File: config.mk
export PLATFORM = sky130hd
export DESIGN_NAME = mem_bus_mux
export DESIGN_NICKNAME = d
export VERILOG_FILES = /design/src/rtl/soc_bus_pkg.sv /design/src/rtl/mem_addr_decode.sv /design/src/rtl/mem_bus_mux.sv
export SDC_FILE = /design/constraint.sdc
export NUM_CORES = 1
export LEC_CHECK = 0
export ABC_AREA = 1
export CORE_AREA = 3 3 108 110
export DETAILED_ROUTE_END_ITERATION = 12
export DIE_AREA = 0 0 111 113
export HOLD_SLACK_MARGIN = 0.03
export PLACE_DENSITY_LB_ADDON = 0.2
export SYNTH_ARGS = -nofsm -noshare
export SYNTH_HDL_FRONTEND = slang
export SYNTH_SLANG_ARGS = --single-unit
File: constraint.sdc
create_clock -name clk -period 1.4 [get_ports clk]
set_input_delay 0.28 -clock clk [delete_from_list [all_inputs] [get_ports clk]]
set_output_delay 0.28 -clock clk [all_outputs]
set_load 0.01 [all_outputs]
File: src/rtl/soc_bus_pkg.sv
// Shared bus constants and FSM encoding for the core-to-peripheral memory bus.
package soc_bus_pkg;
    localparam int ADDR_W = 32;
    localparam int DATA_W = 32;
    localparam int STRB_W = DATA_W / 8;
    localparam logic [DATA_W-1:0] ERR_RDATA_DEFAULT = '0;

    typedef enum logic [1:0] {
        ST_IDLE = 2'd0,
        ST_WAIT = 2'd1,
        ST_ERR  = 2'd2
    } bus_state_t;

    // Index width that stays legal (>= 1 bit) for a single slave or a disabled timer.
    function automatic int idx_width(input int n);
        return (n > 1) ? $clog2(n) : 1;
    endfunction
endpackage

File: src/rtl/mem_addr_decode.sv
// Combinational priority address decoder: lowest matching slave index wins.
module mem_addr_decode
    import soc_bus_pkg::*;
#(
    parameter int NSLAVES = 3,
    parameter int SEL_W = 2,
    parameter logic [ADDR_W*NSLAVES-1:0] BASE = '0,
    parameter logic [ADDR_W*NSLAVES-1:0] MASK = '0
) (
    input  logic [ADDR_W-1:0] addr,
    output logic              hit,
    output logic [SEL_W-1:0]  sel
);
    always_comb begin
        hit = 1'b0;
        sel = '0;
        // Walk downwards so the lowest matching index is the last one written.
        for (int i = NSLAVES - 1; i >= 0; i--) begin
            if ((addr & MASK[ADDR_W*i +: ADDR_W]) == BASE[ADDR_W*i +: ADDR_W]) begin
                hit = 1'b1;
                sel = SEL_W'(i);
            end
        end
    end
endmodule

File: src/rtl/mem_bus_mux.sv
// 1-master/N-slave memory-bus interconnect: registered slave select, gated
// per-slave strobes, unmapped-address error response and wait-state watchdog.
//
//  state   | meaning
//  IDLE    | no transfer; decode a new request from the master
//  WAIT    | request forwarded to slave sel; waiting for its ready or the watchdog
//  ERR     | one-cycle error response for an unmapped address
module mem_bus_mux
    import soc_bus_pkg::*;
#(
    parameter int NSLAVES = 3,
    parameter logic [32*NSLAVES-1:0] SLAVE_BASE = {32'h02000000, 32'h00001000, 32'h00000000},
    parameter logic [32*NSLAVES-1:0] SLAVE_MASK = {32'hFFFFFFFF, 32'hFF000000, 32'hFFFFF000},
    parameter int TIMEOUT = 255,
    parameter logic [31:0] ERR_RDATA = ERR_RDATA_DEFAULT
) (
    input  logic                       clk,
    input  logic                       resetn,
    input  logic                       m_valid,
    output logic                       m_ready,
    input  logic [ADDR_W-1:0]          m_addr,
    input  logic [DATA_W-1:0]          m_wdata,
    input  logic [STRB_W-1:0]          m_wstrb,
    output logic [DATA_W-1:0]          m_rdata,
    output logic                       m_err,
    output logic [NSLAVES-1:0]         s_valid,
    input  logic [NSLAVES-1:0]         s_ready,
    output logic [ADDR_W-1:0]          s_addr,
    output logic [DATA_W-1:0]          s_wdata,
    output logic [STRB_W*NSLAVES-1:0]  s_wstrb,
    input  logic [DATA_W*NSLAVES-1:0]  s_rdata
);
    localparam int SEL_W = idx_width(NSLAVES);
    localparam int TMR_W = idx_width(TIMEOUT + 1);
    localparam logic [TMR_W-1:0] TMR_LAST = TMR_W'((TIMEOUT == 0) ? 0 : TIMEOUT - 1);

    bus_state_t       state;
    logic [SEL_W-1:0] sel;
    logic [TMR_W-1:0] timer;
    logic             dec_hit;
    logic [SEL_W-1:0] dec_sel;
    logic             wait_act;
    logic             sel_ready;
    logic             tmo_hit;
    logic             wait_done;
    logic             wait_tmo;

    mem_addr_decode #(
        .NSLAVES (NSLAVES),
        .SEL_W   (SEL_W),
        .BASE    (SLAVE_BASE),
        .MASK    (SLAVE_MASK)
    ) u_decode (
        .addr (m_addr),
        .hit  (dec_hit),
        .sel  (dec_sel)
    );

    always_ff @(posedge clk) begin
        if (!resetn) begin
            state <= ST_IDLE;
            sel   <= '0;
            timer <= '0;
        end else begin
            case (state)
                ST_IDLE: begin
                    if (m_valid) begin
                        if (dec_hit) begin
                            sel   <= dec_sel;
                            timer <= '0;
                            state <= ST_WAIT;
                        end else begin
                            state <= ST_ERR;
                        end
                    end
                end
                ST_WAIT: begin
                    if (!m_valid || sel_ready || tmo_hit) begin
                        state <= ST_IDLE;
                    end else if (timer != '1) begin
                        timer <= timer + 1'b1;
                    end
                end
                ST_ERR:  state <= ST_IDLE;
                default: state <= ST_IDLE;
            endcase
        end
    end

    assign s_addr  = m_addr;
    assign s_wdata = m_wdata;

    always_comb begin
        wait_act  = (state == ST_WAIT) && m_valid;
        sel_ready = s_ready[sel];
        tmo_hit   = (TIMEOUT != 0) && (timer == TMR_LAST);
        wait_done = wait_act && sel_ready;
        wait_tmo  = wait_act && !sel_ready && tmo_hit;

        s_valid = '0;
        s_wstrb = '0;
        if (wait_act && !wait_tmo) begin
            s_valid[sel]                    = 1'b1;
            s_wstrb[STRB_W*sel +: STRB_W]   = m_wstrb;
        end

        // Responses are suppressed while reset is asserted so an interrupted transfer never completes.
        m_ready = resetn && (wait_done || wait_tmo || (state == ST_ERR));
        m_err   = resetn && (wait_tmo || (state == ST_ERR));
        m_rdata = (resetn && wait_done) ? s_rdata[DATA_W*sel +: DATA_W] : ERR_RDATA;
    end
endmodule

==> metrics.md <==
| Metric | Value |
|---|---|
| Status | `complete, but fails checks` |
| Failing checks | `negative setup slack` |
| Antenna violations before repair | `0` |
| #FFs+latches synth | `11` |
| Hold wc startpoint | `m_wdata[15]` |
| Total I/O pin count | `283` |
| ANT cells | `0` |
| Worst EP arrival | `1.53 ns` |
| VDD IR max | `0.288 mV` |
| Post-DR wirelength/cell | `12.2 um` |
| Library cells used by synthesis | `26` |
| DRC | `0` |
| GPL Wtd Cong | `0.789` |
| Hold buffers post-CTS | `0` |
| Setup TNS | `-16.46 ns` |
| Vias in the first global route | `between 2,000 and 3,000` |
| Cts bufs inserted | `3` |
| Max cap viols | `0` |
| R2r endpoint | `timer[1]$_SDFFE_PN0P_` |
| Sequential area share after synthesis | `11.3%` |
| Post-synthesis xor/xnor area fraction | `less than 1%` |
| Mux cell area share after synthesis | `0%` |
| Hold path endpoint | `s_wdata[15]` |
| CTS tree | `done` |
| Core box area | `10,800 um^2` |
| R2r worst-path depth | `11` |
| Share of layout cells above drive strength 1 | `between 40 and 50%` |
| Via count | `2,593` |
| H-tree depth | `1` |
| Crit path launch type | `flop` |
| Port buffer count | `between 150 and 200` |
| RR Startpoint | `sel[1]$_SDFFE_PN0P_` |
| Fin Clk Skew | `0.000666 ns` |
| R2R setup slack | `-0.03 ns` |
| Clk Tree Root Cell | `clkbuf_8` |
| Starting density of the core | `a little under a fifth` |
| Capturing element type of the critical path | `output pin` |
| Critical path class | `flop to output pin` |
| Mapped cell area | `1960 um^2` |
| Worst hold path depth | `0` |
| Compound-Gate Fraction of Synth Area | `12.9%` |
| Die H | `113 um` |
| Largest net degree at the start of global routing | `21` |
| Syn_area_per_cell | `5.66 um^2` |
| Power per cell area | `287 nW/um^2` |
| Grt ovf | `0` |
| DIE WIDTH | `111 um` |
| Clock slew seen by the registers of the worst setup and hold paths | `0.05 ns` |
| Main combinational cell family by area after synthesis | `simple AND/OR/NAND/NOR gates` |
| Yosys warning count | `0` |
| Synth Area in Simple Gates | `38.1%` |
| Final worst slack | `-0.405 ns` |
| Routed Antenna Nets | `0` |
| Placement Rows | `38` |
| RSZ-0062 raised after global routing | `true` |
| Slew Viols, Final | `0` |
| Critical path peak fanout | `12` |
| Critical Path RT | `1.12 ns` |
| Crit path from | `sel[1]$_SDFFE_PN0P_` |
| Dpl hpwl | `roughly 6600 um` |
| Pre-antenna DRT Iters | `4` |
| NumNets Final | `685` |
| Final setup vio count | `48` |
| Clock sink count | `11` |
| Power Total | `0.00119 W` |
| Tot GR Track Use | `11.5%` |
| Drt via density | `between 3 and 4` |
| Class of the worst hold path | `input port to output pin` |
| First-pass GRT wire length | `12,300 um` |
| Gate Count Post-Synth | `around 350` |
| Adder-cell share of the synthesized area | `1.28%` |
| CTS max path bufs | `2` |
| WL final | `~8000 um` |
| Fmax | `0.554 GHz` |
| Clock latency on the worst-skew pair | `0.24 ns` |
| Final Hold Fails | `0` |
| Detailed Route Iter0 Violations | `60` |
| Period utilisation layout | `129%` |
| Area growth syn-to-layout | `111%` |
| Clock period minus worst slack | `1.81 ns` |
| Leakage | `1.89 nW` |
| Die ar. | `12,500 um^2` |
metrics by stage:
step           instances  utilization [%]  setup WS [ns]  cell area [um^2]  hold WS, ns
2_1_floorplan        350                -        -0.0435              2100        0.421
3_3_place_gp         631             35.4         -0.915              3820        0.558
3_5_place_dp         631             35.4         -0.940              3820        0.560
4_1_cts              648             36.2         -0.424              3910        0.560
5_1_grt              652             38.3         -0.478              4130        0.560
6_report             652             38.3         -0.405              4130        0.560
worst max-delay path by stage:
stage,endpoint,slack (ns),cells after the start
after floorplan,m_rdata[10],-0.04,7
after global placement,s_wstrb[8],-0.91,7
after detailed placement,s_wstrb[9],-0.94,7
after CTS,m_rdata[15],-0.42,9
after global routing,m_rdata[6],-0.48,9
final,m_rdata[13],-0.41,9
repair_timing:
item                       in CTS  in global routing
pin swaps                      34                 17
resized for setup             273                 50
cloned                          2                  0
setup endpoints to repair      86                 54
setup buffers                  11                  4
cell usage after synthesis:
| cell | number | area share, % |
|---|---|---|
| inv_2 | 2 | 0.38 |
| nand2_2 | 3 | 0.96 |
| xor2_1 | 1 | 0.45 |
| buf_6 | 2 | 1.2 |
| nand2_1 | 100 | 19 |
| buf_4 | 69 | 26 |
| inv_4 | 1 | 0.32 |
| dfxtp_1 | 11 | 11 |
| nand3_1 | 7 | 1.8 |
| nor3b_1 | 2 | 0.77 |
| nor2_1 | 40 | 7.7 |
| or2_2 | 1 | 0.32 |
| buf_2 | 3 | 0.77 |
| o21ai_0 | 5 | 1.3 |
| nand2_4 | 2 | 1.2 |
| inv_1 | 27 | 5.2 |
| nor3_1 | 1 | 0.26 |
| ha_1 | 2 | 1.3 |
| clkbuf_1 | 8 | 1.5 |
| a21oi_1 | 44 | 11 |
| nand3_2 | 7 | 3.6 |
| a21o_1 | 1 | 0.38 |
| nor2_4 | 2 | 1.2 |
| nor2_2 | 2 | 0.64 |
| conb_1 | 1 | 0.19 |
| nand4_1 | 2 | 0.64 |
layout by cell type (no fill, tap or decap), drive strengths merged, types with 2 or more instances in the layout:
cell type / synthesis / final
nand4: 2 / 2
clkdlybuf4s15: 0 / 10
inv: 30 / 30
nor3b: 2 / 2
buf: 74 / 104
ha: 2 / 2
clkbuf: 8 / 4
clkdlybuf4s50: 0 / 95
o21ai: 5 / 5
dfxtp: 11 / 11
conb: 1 / 5
dlygate4sd2: 0 / 31
nor2: 44 / 44
a21oi: 44 / 44
nand2: 105 / 105
nand3: 14 / 14
state kept, by name, indices dropped and copies added (netlist names):
register	count
state	2
sel	1
timer	8
report_power, final:
part           total [W]  leakage [nW]  switching, W  internal (W)
registers       0.000316        0.0919    0.00000163      0.000315
logic           0.000543          1.78      0.000188      0.000356
clock network   0.000325        0.0228      0.000125      0.000201
critical path, stage by stage (launching register included):
cell     delay [ns]
dfxtp_2        0.33
buf_6          0.12
inv_4          0.05
nand2_4        0.04
nand2_4        0.07
nand4_1        0.09
buf_6          0.18
buf_12         0.16
a21oi_4        0.13
buf_6          0.12
logic make-up (layout without fill, tap and decap cells):
group,after synthesis,after routing
and+or+nand+nor,169,169
buffers and inverters,112,274
AOI/OAI and AO/OA,50,50
DFF,11,11
adders and majority gates,2,2
other,1,5
xor gates and xnor gates,1,1
metal layers:
| metal | track usage (%) | up-vias | part of all wire [%] |
|---|---|---|---|
| met2 | 21.3 | 103 | 53 |
| met3 | 2.73 | 16 | 7.1 |
| met4 | 3.61 | 0 | 2.1 |
| met1 | 13.1 | 1145 | 38 |
| met5 | 0 | - | 0 |
| li1 | - | 1329 | - |
cell type report:
cell class                 count  area [um^2]
clock buffer                   4         45.0
fill                        1173         6660
inverter                      30          115
multi-input combinational    227         1420
sequential                    11          228
tap                          140          175
timing repair buffer         240         2150
Power figures use the tool's default switching activity.
